<file path="src/rtl/sel_arb_if.sv">
// Handshake bundle between N requesters, the selector and one downstream consumer.
// The slave modport is the selector's view; the master modport is the surroundings.
interface sel_arb_if #(
   parameter int N = 4,
   parameter int W = 32
);
   localparam int IDX_W = (N > 1) ? $clog2(N) : 1;

   logic [N-1:0]     i_req_vld;
   logic [N*W-1:0]   i_req_data;
   logic [N-1:0]     o_req_rdy;
   logic             o_vld;
   logic [W-1:0]     o_data;
   logic [IDX_W-1:0] o_idx;
   logic             i_rdy;

   // Valid/ready: a beat moves on a cycle where its valid and ready are both high.
   // Valid carries no obligation to persist, and ready never depends on payload data.
   modport slave (
      input  i_req_vld, i_req_data, i_rdy,
      output o_req_rdy, o_vld, o_data, o_idx
   );

   modport master (
      output i_req_vld, i_req_data, i_rdy,
      input  o_req_rdy, o_vld, o_data, o_idx
   );
endinterface

</file>
<file path="src/rtl/sel_arb.sv">
// Round-robin selector: picks one of N requesters into a single-entry output register
// that drains and reloads in the same cycle when the consumer accepts.
module sel_arb #(
   parameter  int N     = 4,
   parameter  int W     = 32,
   localparam int IDX_W = (N > 1) ? $clog2(N) : 1
) (
   input  logic             clk,
   input  logic             rst,
   sel_arb_if.slave         bus,
   output logic             o_dbg_state,
   output logic [IDX_W-1:0] o_dbg_ptr
);
   typedef enum logic [0:0] {EMPTY = 1'b0, FULL = 1'b1} state_t;

   state_t           state_q, state_d;
   logic [W-1:0]     data_q, data_d;
   logic [IDX_W-1:0] idx_q, idx_d;
   logic [IDX_W-1:0] ptr_q, ptr_d;

   logic             can_load;
   logic             found;
   logic [IDX_W-1:0] win;
   logic [IDX_W-1:0] cand;
   logic [N-1:0]     rdy;
   logic             xfer_in;

   always_ff @(posedge clk) begin
      if (rst) begin
         state_q <= EMPTY;
         data_q  <= '0;
         idx_q   <= '0;
         ptr_q   <= '0;
      end else begin
         state_q <= state_d;
         data_q  <= data_d;
         idx_q   <= idx_d;
         ptr_q   <= ptr_d;
      end
   end

   always_comb begin
      can_load = (state_q == EMPTY) || bus.i_rdy;
      found    = 1'b0;
      win      = '0;
      cand     = '0;
      rdy      = '0;
      state_d  = state_q;
      data_d   = data_q;
      idx_d    = idx_q;
      ptr_d    = ptr_q;

      // Scan ptr, ptr+1, ... wrapping at N; first valid requester wins.
      for (int off = 0; off < N; off++) begin
         cand = (int'(ptr_q) + off >= N) ? IDX_W'(int'(ptr_q) + off - N)
                                         : IDX_W'(int'(ptr_q) + off);
         if (!found && bus.i_req_vld[cand]) begin
            found = 1'b1;
            win   = cand;
         end
      end

      if (!rst && found) begin
         rdy[win] = can_load;
      end
      xfer_in = !rst && found && can_load;

      if (xfer_in) begin
         state_d = FULL;
         data_d  = bus.i_req_data[W*win +: W];
         idx_d   = win;
         ptr_d   = (win == IDX_W'(N - 1)) ? '0 : win + IDX_W'(1);
      end else if (state_q == FULL && bus.i_rdy) begin
         state_d = EMPTY;
      end
   end

   assign bus.o_req_rdy = rdy;
   assign bus.o_vld     = (state_q == FULL);
   assign bus.o_data    = data_q;
   assign bus.o_idx     = idx_q;
   assign o_dbg_state   = (state_q == FULL);
   assign o_dbg_ptr     = ptr_q;
endmodule

</file>
<file path="src/flat_wrapper.sv">
// flat-port wrapper written by rule: the top's interface ports become plain ports
module sel_arb_flat 
#(
   parameter  int N     = 4,
   parameter  int W     = 32,
   localparam int IDX_W = (N > 1) ? $clog2(N) : 1
)
  (clk, rst, o_dbg_state, o_dbg_ptr, bus_i_req_vld, bus_i_req_data, bus_i_rdy, bus_o_req_rdy, bus_o_vld, bus_o_data, bus_o_idx);
  sel_arb_if #(.N(N), .W(W)) bus_i ();
  input  logic clk;
  input  logic rst;
  output logic o_dbg_state;
  output logic [IDX_W-1:0] o_dbg_ptr;
  input wire logic [$bits(bus_i.i_req_vld)-1:0] bus_i_req_vld;
  input wire logic [$bits(bus_i.i_req_data)-1:0] bus_i_req_data;
  input wire logic [$bits(bus_i.i_rdy)-1:0] bus_i_rdy;
  output wire logic [$bits(bus_i.o_req_rdy)-1:0] bus_o_req_rdy;
  output wire logic [$bits(bus_i.o_vld)-1:0] bus_o_vld;
  output wire logic [$bits(bus_i.o_data)-1:0] bus_o_data;
  output wire logic [$bits(bus_i.o_idx)-1:0] bus_o_idx;
  assign bus_i.i_req_vld = bus_i_req_vld;
  assign bus_i.i_req_data = bus_i_req_data;
  assign bus_i.i_rdy = bus_i_rdy;
  assign bus_o_req_rdy = bus_i.o_req_rdy;
  assign bus_o_vld = bus_i.o_vld;
  assign bus_o_data = bus_i.o_data;
  assign bus_o_idx = bus_i.o_idx;
  sel_arb #(.N(N), .W(W)) u_core (.clk(clk), .rst(rst), .bus(bus_i), .o_dbg_state(o_dbg_state), .o_dbg_ptr(o_dbg_ptr));
endmodule
</file>
<file path="config.mk">
export PLATFORM = sky130hd
export DESIGN_NAME = sel_arb_flat
export DESIGN_NICKNAME = d
export VERILOG_FILES = /design/src/rtl/sel_arb_if.sv /design/src/rtl/sel_arb.sv /design/src/flat_wrapper.sv
export SDC_FILE = /design/constraint.sdc
export NUM_CORES = 1
export LEC_CHECK = 0
export ABC_AREA = 0
export BUFFER_PORTS_ARGS = -buffer_cell sky130_fd_sc_hd__buf_2
export CAP_MARGIN = 20
export CORE_UTILIZATION = 37
export CTS_CLUSTER_SIZE = 10
export DETAILED_ROUTE_END_ITERATION = 12
export GPL_TIMING_DRIVEN = 1
export PLACE_DENSITY = 0.78
export SLEW_MARGIN = 10
export SYNTH_ARGS = -nofsm -noshare
export SYNTH_HDL_FRONTEND = slang
export SYNTH_SLANG_ARGS = --single-unit
</file>
<file path="constraint.sdc">
create_clock -name clk -period 1.7 [get_ports clk]
set_clock_uncertainty 0.05 [all_clocks]
set_input_delay 0.085 -clock clk [delete_from_list [all_inputs] [get_ports clk]]
set_output_delay 0.085 -clock clk [all_outputs]
set_load 0.01 [all_outputs]
</file>
==> tab_implementation.tex, run 1 <==
\begin{tabular}{lr}
\hline
Metric & Value \\
\hline
\multicolumn{2}{l}{\textbf{Run status}} \\
\quad Result of the run & finished, violations left \\
\quad Failing checks & negative setup slack \\
\multicolumn{2}{l}{\textbf{Power}} \\
\quad Post-route total power & 3.66 mW \\
\quad Leakage dissipation & 1.92 nW \\
\quad Pwr Density & 851 nW/um\^{}2 \\
\quad Largest voltage drop on the vdd net & 0.442 mV \\
\multicolumn{2}{l}{\textbf{Global routing}} \\
\quad Pin count of the biggest net entering global routing & 33 \\
\quad Total routing usage reported by global routing & 20.4\% \\
\quad Via count of the first global-routing pass & 2288 \\
\quad Overflow left after global routing & 0 \\
\quad Number of antenna violations at the first check in global routing & 0 \\
\quad Wire length of the first global-routing pass & 10.4 mm \\
\multicolumn{2}{l}{\textbf{Critical path}} \\
\quad Flop-to-flop setup slack & -60 ps \\
\quad Critical path arrival & 1690 ps \\
\quad Worst path bufs/invs & 2 \\
\quad Startpoint of the worst setup timing path & u\_core.o\_dbg\_ptr[1]\$\_SDFFE\_PP0P\_ \\
\quad Cell Chain, Critical Path & mux2i\_1 -> nor2\_1 -> nor3\_4 -> buf\_4 -> nand2\_8 -> nor2\_1 -> buf\_2 \\
\quad Master of the slowest instance on the critical path & sky130\_fd\_sc\_hd\_\_dfxtp\_4 \\
\quad Critical-path maximum fanout & 8 \\
\quad Biggest cell delay along the critical path & 370 ps \\
\quad Critical path endpoint & bus\_o\_req\_rdy[1] \\
\quad Cell repeated most along the worst path & sky130\_fd\_sc\_hd\_\_nor2\_1 \\
\quad Depth of the worst register-to-register path & 8 \\
\quad Reg-to-Reg End & u\_core.bus.o\_data[14]\$\_SDFFE\_PP0P\_ \\
\quad Type of destination of the critical path & primary output \\
\quad Crit path max-delay family & simple AND/OR/NAND/NOR gates \\
\quad Required time of the critical path & 1560 ps \\
\quad Startpoint class of the critical path & flop \\
\quad Number of stages on the worst setup path & 7 \\
\quad Source of the worst register-to-register timing path & u\_core.o\_dbg\_ptr[1]\$\_SDFFE\_PP0P\_ \\
\quad Kind of critical path & reg2out \\
\multicolumn{2}{l}{\textbf{Synthesis}} \\
\quad Share of the yosys chip area belonging to registers & 30.8\% \\
\quad Warnings, synthesis & 0 \\
\quad Ranking of synthesized cells by area & sky130\_fd\_sc\_hd\_\_dfxtp\_1 31\%, sky130\_fd\_sc\_hd\_\_mux2i\_1 28\%, sky130\_fd\_sc\_hd\_\_o221ai\_2 18\%, sky130\_fd\_sc\_hd\_\_nand2\_1 5.3\%, sky130\_fd\_sc\_hd\_\_buf\_12 3.3\% \\
\quad Cell count after synthesis & 218 \\
\quad Number of flip-flops and latches in the synthesized netlist & 37 \\
\quad Synth top area share & 30.8\% \\
\quad Mean area per synthesized cell & 11.0 um\^{}2 \\
\quad Number of nets produced by synthesis & 355 \\
\quad Cell area after technology mapping & 2400 um\^{}2 \\
\quad Library cells used by synthesis & 27 \\
\quad Largest area contributor in the netlist & sky130\_fd\_sc\_hd\_\_dfxtp\_1 \\
\multicolumn{2}{l}{\textbf{Floorplan}} \\
\quad Die Span Y & 82.6 um \\
\quad Total number of placement rows & 28 \\
\quad Die Span X & 82.6 um \\
\quad Effective utilization at floorplan & 39.4\% \\
\quad CORE AREA & 6100 um\^{}2 \\
\quad Ports placed on the boundary & 177 \\
\quad Area of the die & 6820 um\^{}2 \\
\multicolumn{2}{l}{\textbf{Detailed routing}} \\
\quad Routed vias/inst & 5.08 \\
\quad DRC violation total after the first TritonRoute iteration & 50 \\
\quad Total DRC errors in the routed layout & 0 \\
\quad Number of detailed-routing iterations run before antenna repair & 4 \\
\quad Total wire length & 8.40 mm \\
\quad Detailed-route via count & 2517 \\
\quad Routed len/inst & 17.0 um \\
\quad Remaining antenna violation count & 0 \\
\multicolumn{2}{l}{\textbf{STA}} \\
\quad Final Max Tran Viols & 0 \\
\quad Final min period & 1820 ps \\
\quad Achievable clock frequency & 549 MHz \\
\quad Slew margin rel. & 74.4\% \\
\quad Pin slew with the least headroom to its limit & 381 ps \\
\quad Total of endpoints with negative setup slack in the final report & 20 \\
\quad Worst Setup Slack, final & -121 ps \\
\quad Worst slack on hold paths & 26.0 ps \\
\quad RSZ-0062 raised after global routing & yes \\
\quad Fin. Hold Viols & 0 \\
\quad Period utilisation layout & 107\% \\
\multicolumn{2}{l}{\textbf{Run}} \\
\quad Number of max-cap violations & 0 \\
\multicolumn{2}{l}{\textbf{CTS}} \\
\quad Number of buffers on the longest clock path & 2 \\
\quad CTS sink cnt & 37 \\
\quad CTS tree & yes \\
\quad Clk slew on worst S/H paths & 70 ps \\
\quad H-tree depth reported by CTS & 2 \\
\quad Root buffer cell & sky130\_fd\_sc\_hd\_\_clkbuf\_8 \\
\quad Worst-skew pair later-pin latency & 280 ps \\
\quad TritonCTS buffer count & 5 \\
\multicolumn{2}{l}{\textbf{Placement}} \\
\quad Post-detail-place hpwl & 5.33 mm \\
\quad Number of buffers added on ports & 176 \\
\quad RD Place Congestion & 0.773 \\
\multicolumn{2}{l}{\textbf{Final layout}} \\
\quad P\&R area growth vs syn & 79.1\% \\
\quad Post-Route Utilization & 70.6\% \\
\quad Number of filler instances in the final layout & 482 \\
\quad Number of diodes & 0 \\
\quad Final Net Count & 557 \\
\quad Layout cell share with drive strength beyond 1 & 74.8\% \\
\multicolumn{2}{l}{\textbf{Hold path}} \\
\quad HP Class & in2reg \\
\hline
\end{tabular}
==> repair_timing <==
item	in CTS	in global routing
resized for setup	22	75
setup endpoints to repair	27	36
pin swaps	6	5
buffers inserted	11	4
cloned	0	7
hold buffers	0	0
==> logic make-up (layout without fill, tap and decap cells) <==
logic type,count (synthesis),after routing,share of synthesized area [%]
AO/OA/AOI/OAI,39,39,21.7
adder cells (fa/ha/maj),2,2,1.04
buffers and inverters,21,223,7.45
flip-flops,37,37,30.8
multiplexers,68,68,28.3
AND/OR/NAND/NOR,51,51,10.7
==> how the worst min path moves through the flow <==
stage / from / endpoint / slack (ps) / cells after the start
global route: rst / u_core.o_dbg_ptr[1]$_SDFFE_PP0P_ / 40 / 2
detailed placement: rst / u_core.o_dbg_ptr[1]$_SDFFE_PP0P_ / 330 / 2
global placement: rst / u_core.bus.o_vld$_SDFFE_PP0P_ / 320 / 2
floorplan: rst / u_core.o_dbg_ptr[1]$_SDFFE_PP0P_ / 100 / 1
CTS: rst / u_core.o_dbg_ptr[1]$_SDFFE_PP0P_ / 20 / 2
finish: rst / u_core.o_dbg_ptr[1]$_SDFFE_PP0P_ / 30 / 2
==> registers in the layout (all words and copies together), names as in the netlist <==
register,cells
u_core.bus.o_idx,2
u_core.bus.o_data,32
u_core.bus.o_vld,1
u_core.o_dbg_ptr,2
==> cells in the final DEF (no fill, tap or decap), types with 2 or more instances in the layout <==
cell and instances:
sky130_fd_sc_hd__o221ai_2 29, sky130_fd_sc_hd__buf_12 13, sky130_fd_sc_hd__inv_1 2, sky130_fd_sc_hd__nor2_1 6
sky130_fd_sc_hd__o221ai_1 3, sky130_fd_sc_hd__nand2_1 33, sky130_fd_sc_hd__mux2i_4 18, sky130_fd_sc_hd__a21oi_4 2
sky130_fd_sc_hd__nor2_4 2, sky130_fd_sc_hd__buf_6 6, sky130_fd_sc_hd__buf_2 174, sky130_fd_sc_hd__clkbuf_16 6
sky130_fd_sc_hd__buf_4 12, sky130_fd_sc_hd__mux2i_1 22, sky130_fd_sc_hd__mux2i_2 28, sky130_fd_sc_hd__dfxtp_1 35
sky130_fd_sc_hd__clkbuf_8 6, sky130_fd_sc_hd__a21oi_2 2
==> per-stage QoR <==
step | instance area [um^2] | setup slack (ps) | cells | TNS, ps
floorplan | 2410 | -1.30 | 218 | -13.0
global placement | 3460 | 41.6 | 466 | 0
detailed placement | 3460 | -28.7 | 466 | -77.2
CTS | 3730 | -86.1 | 484 | -316
global route | 4300 | -222 | 495 | -2980
finish | 4300 | -121 | 495 | -760
==> cell type report <==
class                           instances  area [um^2]  share of cell area (%)
Timing Repair Buffer                  213         1480                    34.4
Inverter                                3         11.3                   0.262
Clock buffer                            7         86.3                    2.01
Multi-Input combinational cell        160         1880                    43.8
Tap cell                               75         93.8                    2.18
Sequential cell                        37          746                    17.3
==> synthesized netlist by cell type, drive strengths merged <==
library cell,count
inv,3
o221ai,32
a211oi,1
clkbuf,6
nor2,8
mux2i,68
nand3b,1
nor3,1
nor3b,1
a21oi,5
nand2,35
buf,12
nor4,1
dfxtp,37
a2bb2oi,1
and2,2
ha,2
nand2b,1
and2b,1
==> power by group <==
| part | internal, mW | leakage, nW | switching [mW] |
|---|---|---|---|
| Sequential | 1.01 | 0.308 | 0.0781 |
| Combinational | 1.10 | 1.57 | 0.845 |
| Clock | 0.322 | 0.0443 | 0.301 |
==> worst register-to-register path, stage by stage (launching register included) <==
cell	delay [ps]
sky130_fd_sc_hd__dfxtp_4	360
sky130_fd_sc_hd__nand2_2	80
sky130_fd_sc_hd__nand3b_1	130
sky130_fd_sc_hd__a2bb2oi_4	190
sky130_fd_sc_hd__buf_4	140
sky130_fd_sc_hd__buf_8	120
sky130_fd_sc_hd__clkbuf_16	200
sky130_fd_sc_hd__mux2i_4	250
sky130_fd_sc_hd__o221ai_2	110
==> layer usage <==
layer / share of wire (%) / GRT usage [%]
met4: 0.75 / 5.52
met5: 0 / 0
met3: 5.6 / 5.16
met1: 38 / 22.3
met2: 55 / 38.4
No activity file was read; power rests on OpenSTA's default activity.
==> run 2: changes to the inputs <==
CORE_ASPECT_RATIO = 0.75   (was unset)
GPL_TIMING_DRIVEN = 0   (was 1)
==> tab_implementation.tex, run 2 (synthesized netlist as in run 1, its figures left out) <==
\begin{tabular}{lr}
\hline
Metric & Value \\
\hline
\multicolumn{2}{l}{\textbf{STA}} \\
\quad RSZ-0062 raised after global routing & yes \\
\quad Pin slew with the least headroom to its limit & 476 ps \\
\quad Final min period & 1860 ps \\
\quad Total of endpoints with negative setup slack in the final report & 34 \\
\quad Final Max Tran Viols & 0 \\
\quad Period utilisation layout & 110\% \\
\quad Achievable clock frequency & 536 MHz \\
\quad Slew margin rel. & 68.3\% \\
\quad Fin. Hold Viols & 0 \\
\quad Setup total negative slack & -1930 ps \\
\quad Worst Setup Slack, final & -165 ps \\
\multicolumn{2}{l}{\textbf{Placement}} \\
\quad Placed cell count & 475 \\
\quad Post-detail-place hpwl & 5.36 mm \\
\quad Number of buffers added on ports & 176 \\
\quad RD Place Congestion & 0.752 \\
\multicolumn{2}{l}{\textbf{Detailed routing}} \\
\quad Routed vias/inst & 5.02 \\
\quad Number of detailed-routing iterations run before antenna repair & 6 \\
\quad Routed len/inst & 15.7 um \\
\quad Total DRC errors in the routed layout & 0 \\
\quad Remaining antenna violation count & 0 \\
\quad DRC violation total after the first TritonRoute iteration & 43 \\
\quad Detailed-route via count & 2527 \\
\quad Total wire length & 7.92 mm \\
\multicolumn{2}{l}{\textbf{Floorplan}} \\
\quad Effective utilization at floorplan & 38.2\% \\
\quad Area of the die & 6820 um\^{}2 \\
\quad Ports placed on the boundary & 177 \\
\quad Die Span X & 95.0 um \\
\quad Die Span Y & 71.8 um \\
\quad Total number of placement rows & 25 \\
\quad CORE AREA & 6290 um\^{}2 \\
\multicolumn{2}{l}{\textbf{Final layout}} \\
\quad Most common library cell in the layout ignoring fill and taps & sky130\_fd\_sc\_hd\_\_buf\_2 \\
\quad Post-Route Utilization & 66.6\% \\
\quad Layout cell share with drive strength beyond 1 & 69.2\% \\
\quad P\&R area growth vs syn & 74.4\% \\
\quad Commonest cells after routing, fill and taps aside & 173 x sky130\_fd\_sc\_hd\_\_buf\_2, 43 x sky130\_fd\_sc\_hd\_\_mux2i\_1, 35 x sky130\_fd\_sc\_hd\_\_dfxtp\_1 \\
\quad Number of flip-flops in the largest register & 32 \\
\quad Non-Filler Instances & 503 \\
\quad Final Net Count & 560 \\
\quad Number of diodes & 0 \\
\multicolumn{2}{l}{\textbf{Critical path}} \\
\quad Critical-path maximum fanout & 6 \\
\quad Master of the slowest instance on the critical path & sky130\_fd\_sc\_hd\_\_dfxtp\_4 \\
\quad Biggest cell delay along the critical path & 380 ps \\
\quad Required time of the critical path & 1560 ps \\
\quad Critical path arrival & 1730 ps \\
\quad Kind of critical path & reg2out \\
\quad Startpoint class of the critical path & flop \\
\quad Type of destination of the critical path & primary output \\
\quad Cell Chain, Critical Path & mux2i\_1 -> nor2\_1 -> nor3\_4 -> inv\_1 -> ha\_2 -> and2\_4 -> buf\_6 \\
\multicolumn{2}{l}{\textbf{Run status}} \\
\quad Failing checks & negative setup slack \\
\quad Result of the run & finished, violations left \\
\multicolumn{2}{l}{\textbf{CTS}} \\
\quad Root buffer cell & sky130\_fd\_sc\_hd\_\_clkbuf\_8 \\
\quad H-tree depth reported by CTS & 2 \\
\quad Clk slew on worst S/H paths & 70 ps \\
\quad CTS sink cnt & 37 \\
\quad TritonCTS buffer count & 5 \\
\quad Worst-skew pair later-pin latency & 280 ps \\
\quad Number of buffers inserted for hold repair after clock tree synthesis & 0 \\
\quad Number of buffers on the longest clock path & 2 \\
\quad CTS tree & yes \\
\multicolumn{2}{l}{\textbf{Power}} \\
\quad Post-route total power & 3.50 mW \\
\quad Clock share of power & 16.3\% \\
\quad Portion of total power attributed to combinational logic & 52.5\% \\
\quad NetSw & 1.19 mW \\
\quad Internal power of the cells & 2.31 mW \\
\quad Share of power burned in registers & 31.2\% \\
\quad Switch share & 33.9\% \\
\quad Largest voltage drop on the vdd net & 0.424 mV \\
\quad Leakage dissipation & 1.93 nW \\
\quad Pwr Density & 835 nW/um\^{}2 \\
\multicolumn{2}{l}{\textbf{Global routing}} \\
\quad Met1 layer usage reported by global route & 25.0\% \\
\quad Total routing usage reported by global routing & 21.4\% \\
\quad Wire length of the first global-routing pass & 11.2 mm \\
\quad GR Util met2 & 38.5\% \\
\quad GRT busiest layer & met2 \\
\quad Met3 usage & 5.52\% \\
\quad Pin count of the biggest net entering global routing & 12 \\
\quad Via count of the first global-routing pass & 2398 \\
\quad Overflow left after global routing & 0 \\
\quad Number of antenna violations at the first check in global routing & 0 \\
\multicolumn{2}{l}{\textbf{Run}} \\
\quad Number of max-cap violations & 0 \\
\multicolumn{2}{l}{\textbf{Hold path}} \\
\quad HP Class & in2reg \\
\hline
\end{tabular}
run 2: cell count changes in the layout (fill, tap and decap cells not counted), sizes merged:
| cell | previous run | this run |
|---|---|---|
| clkbuf | 13 | 14 |
| clkinv | 0 | 1 |
run 2: metal layers:
metal / routed length (um) / part of all wire [%]
met3: 562 / 7.1
met4: 97 / 1.2
met2: 4070 / 51
met5: 0 / 0
met1: 3190 / 40
run 2: final timing paths:
check                                     startpoint                                 end  slack [ps]  depth (start not counted)
setup reg to reg    u_core.o_dbg_ptr[1]$_SDFFE_PP0P_  u_core.bus.o_data[20]$_SDFFE_PP0P_        -110                          8
hold reg to reg   u_core.bus.o_data[28]$_SDFFE_PP0P_  u_core.bus.o_data[28]$_SDFFE_PP0P_         410                          2
hold / removal                                   rst    u_core.o_dbg_ptr[0]$_SDFFE_PP0P_          20                          2
setup / recovery    u_core.o_dbg_ptr[1]$_SDFFE_PP0P_                    bus_o_req_rdy[2]        -160                          7
run 2: power groups by stage:
stage	Clock (mW)	Combinational, mW	Sequential, mW
after floorplan	0	0.758	1.17
after global placement	0	1.25	1.10
after detailed placement	0	1.28	1.10
after CTS	0.590	1.52	1.09
after global routing	0.618	1.96	1.11
final	0.570	1.84	1.09
run 2: area by class of cell:
cell class | instances | area [um^2]
fillers | 499 | 2100
multi-input cells | 160 | 1790
repair buffers | 200 | 1240
flip-flops and latches | 37 | 746
plain buffers | 16 | 230
well taps | 81 | 101
clock buffers | 5 | 68.8
inverters | 3 | 11.3
clock inverters | 1 | 5.00
run 2: through the flow:
stage | hold WS [ps] | setup WS, ps | area [um^2]
6_report | 20.9 | -165 | 4190
5_1_grt | 17.1 | -229 | 4190
4_1_cts | 6.85 | -137 | 3820
3_5_place_dp | 314 | -326 | 3390
3_3_place_gp | 311 | -284 | 3390
2_1_floorplan | 100 | -1.30 | 2410
run 2: critical path, delay by kind of cell (launching register included):
kind          cells  cell delay (ps)
buf+inv           2              200
simple gates      3              480
mux               1              220
fa+ha+maj         1              170
flops             1              380
run 2: repair_timing:
item	4_1_cts	5_1_grt
endpoints found under the setup margin	37	36
setup buffers	16	3
cloned	2	3
resized for setup	45	48
pin swaps	16	3
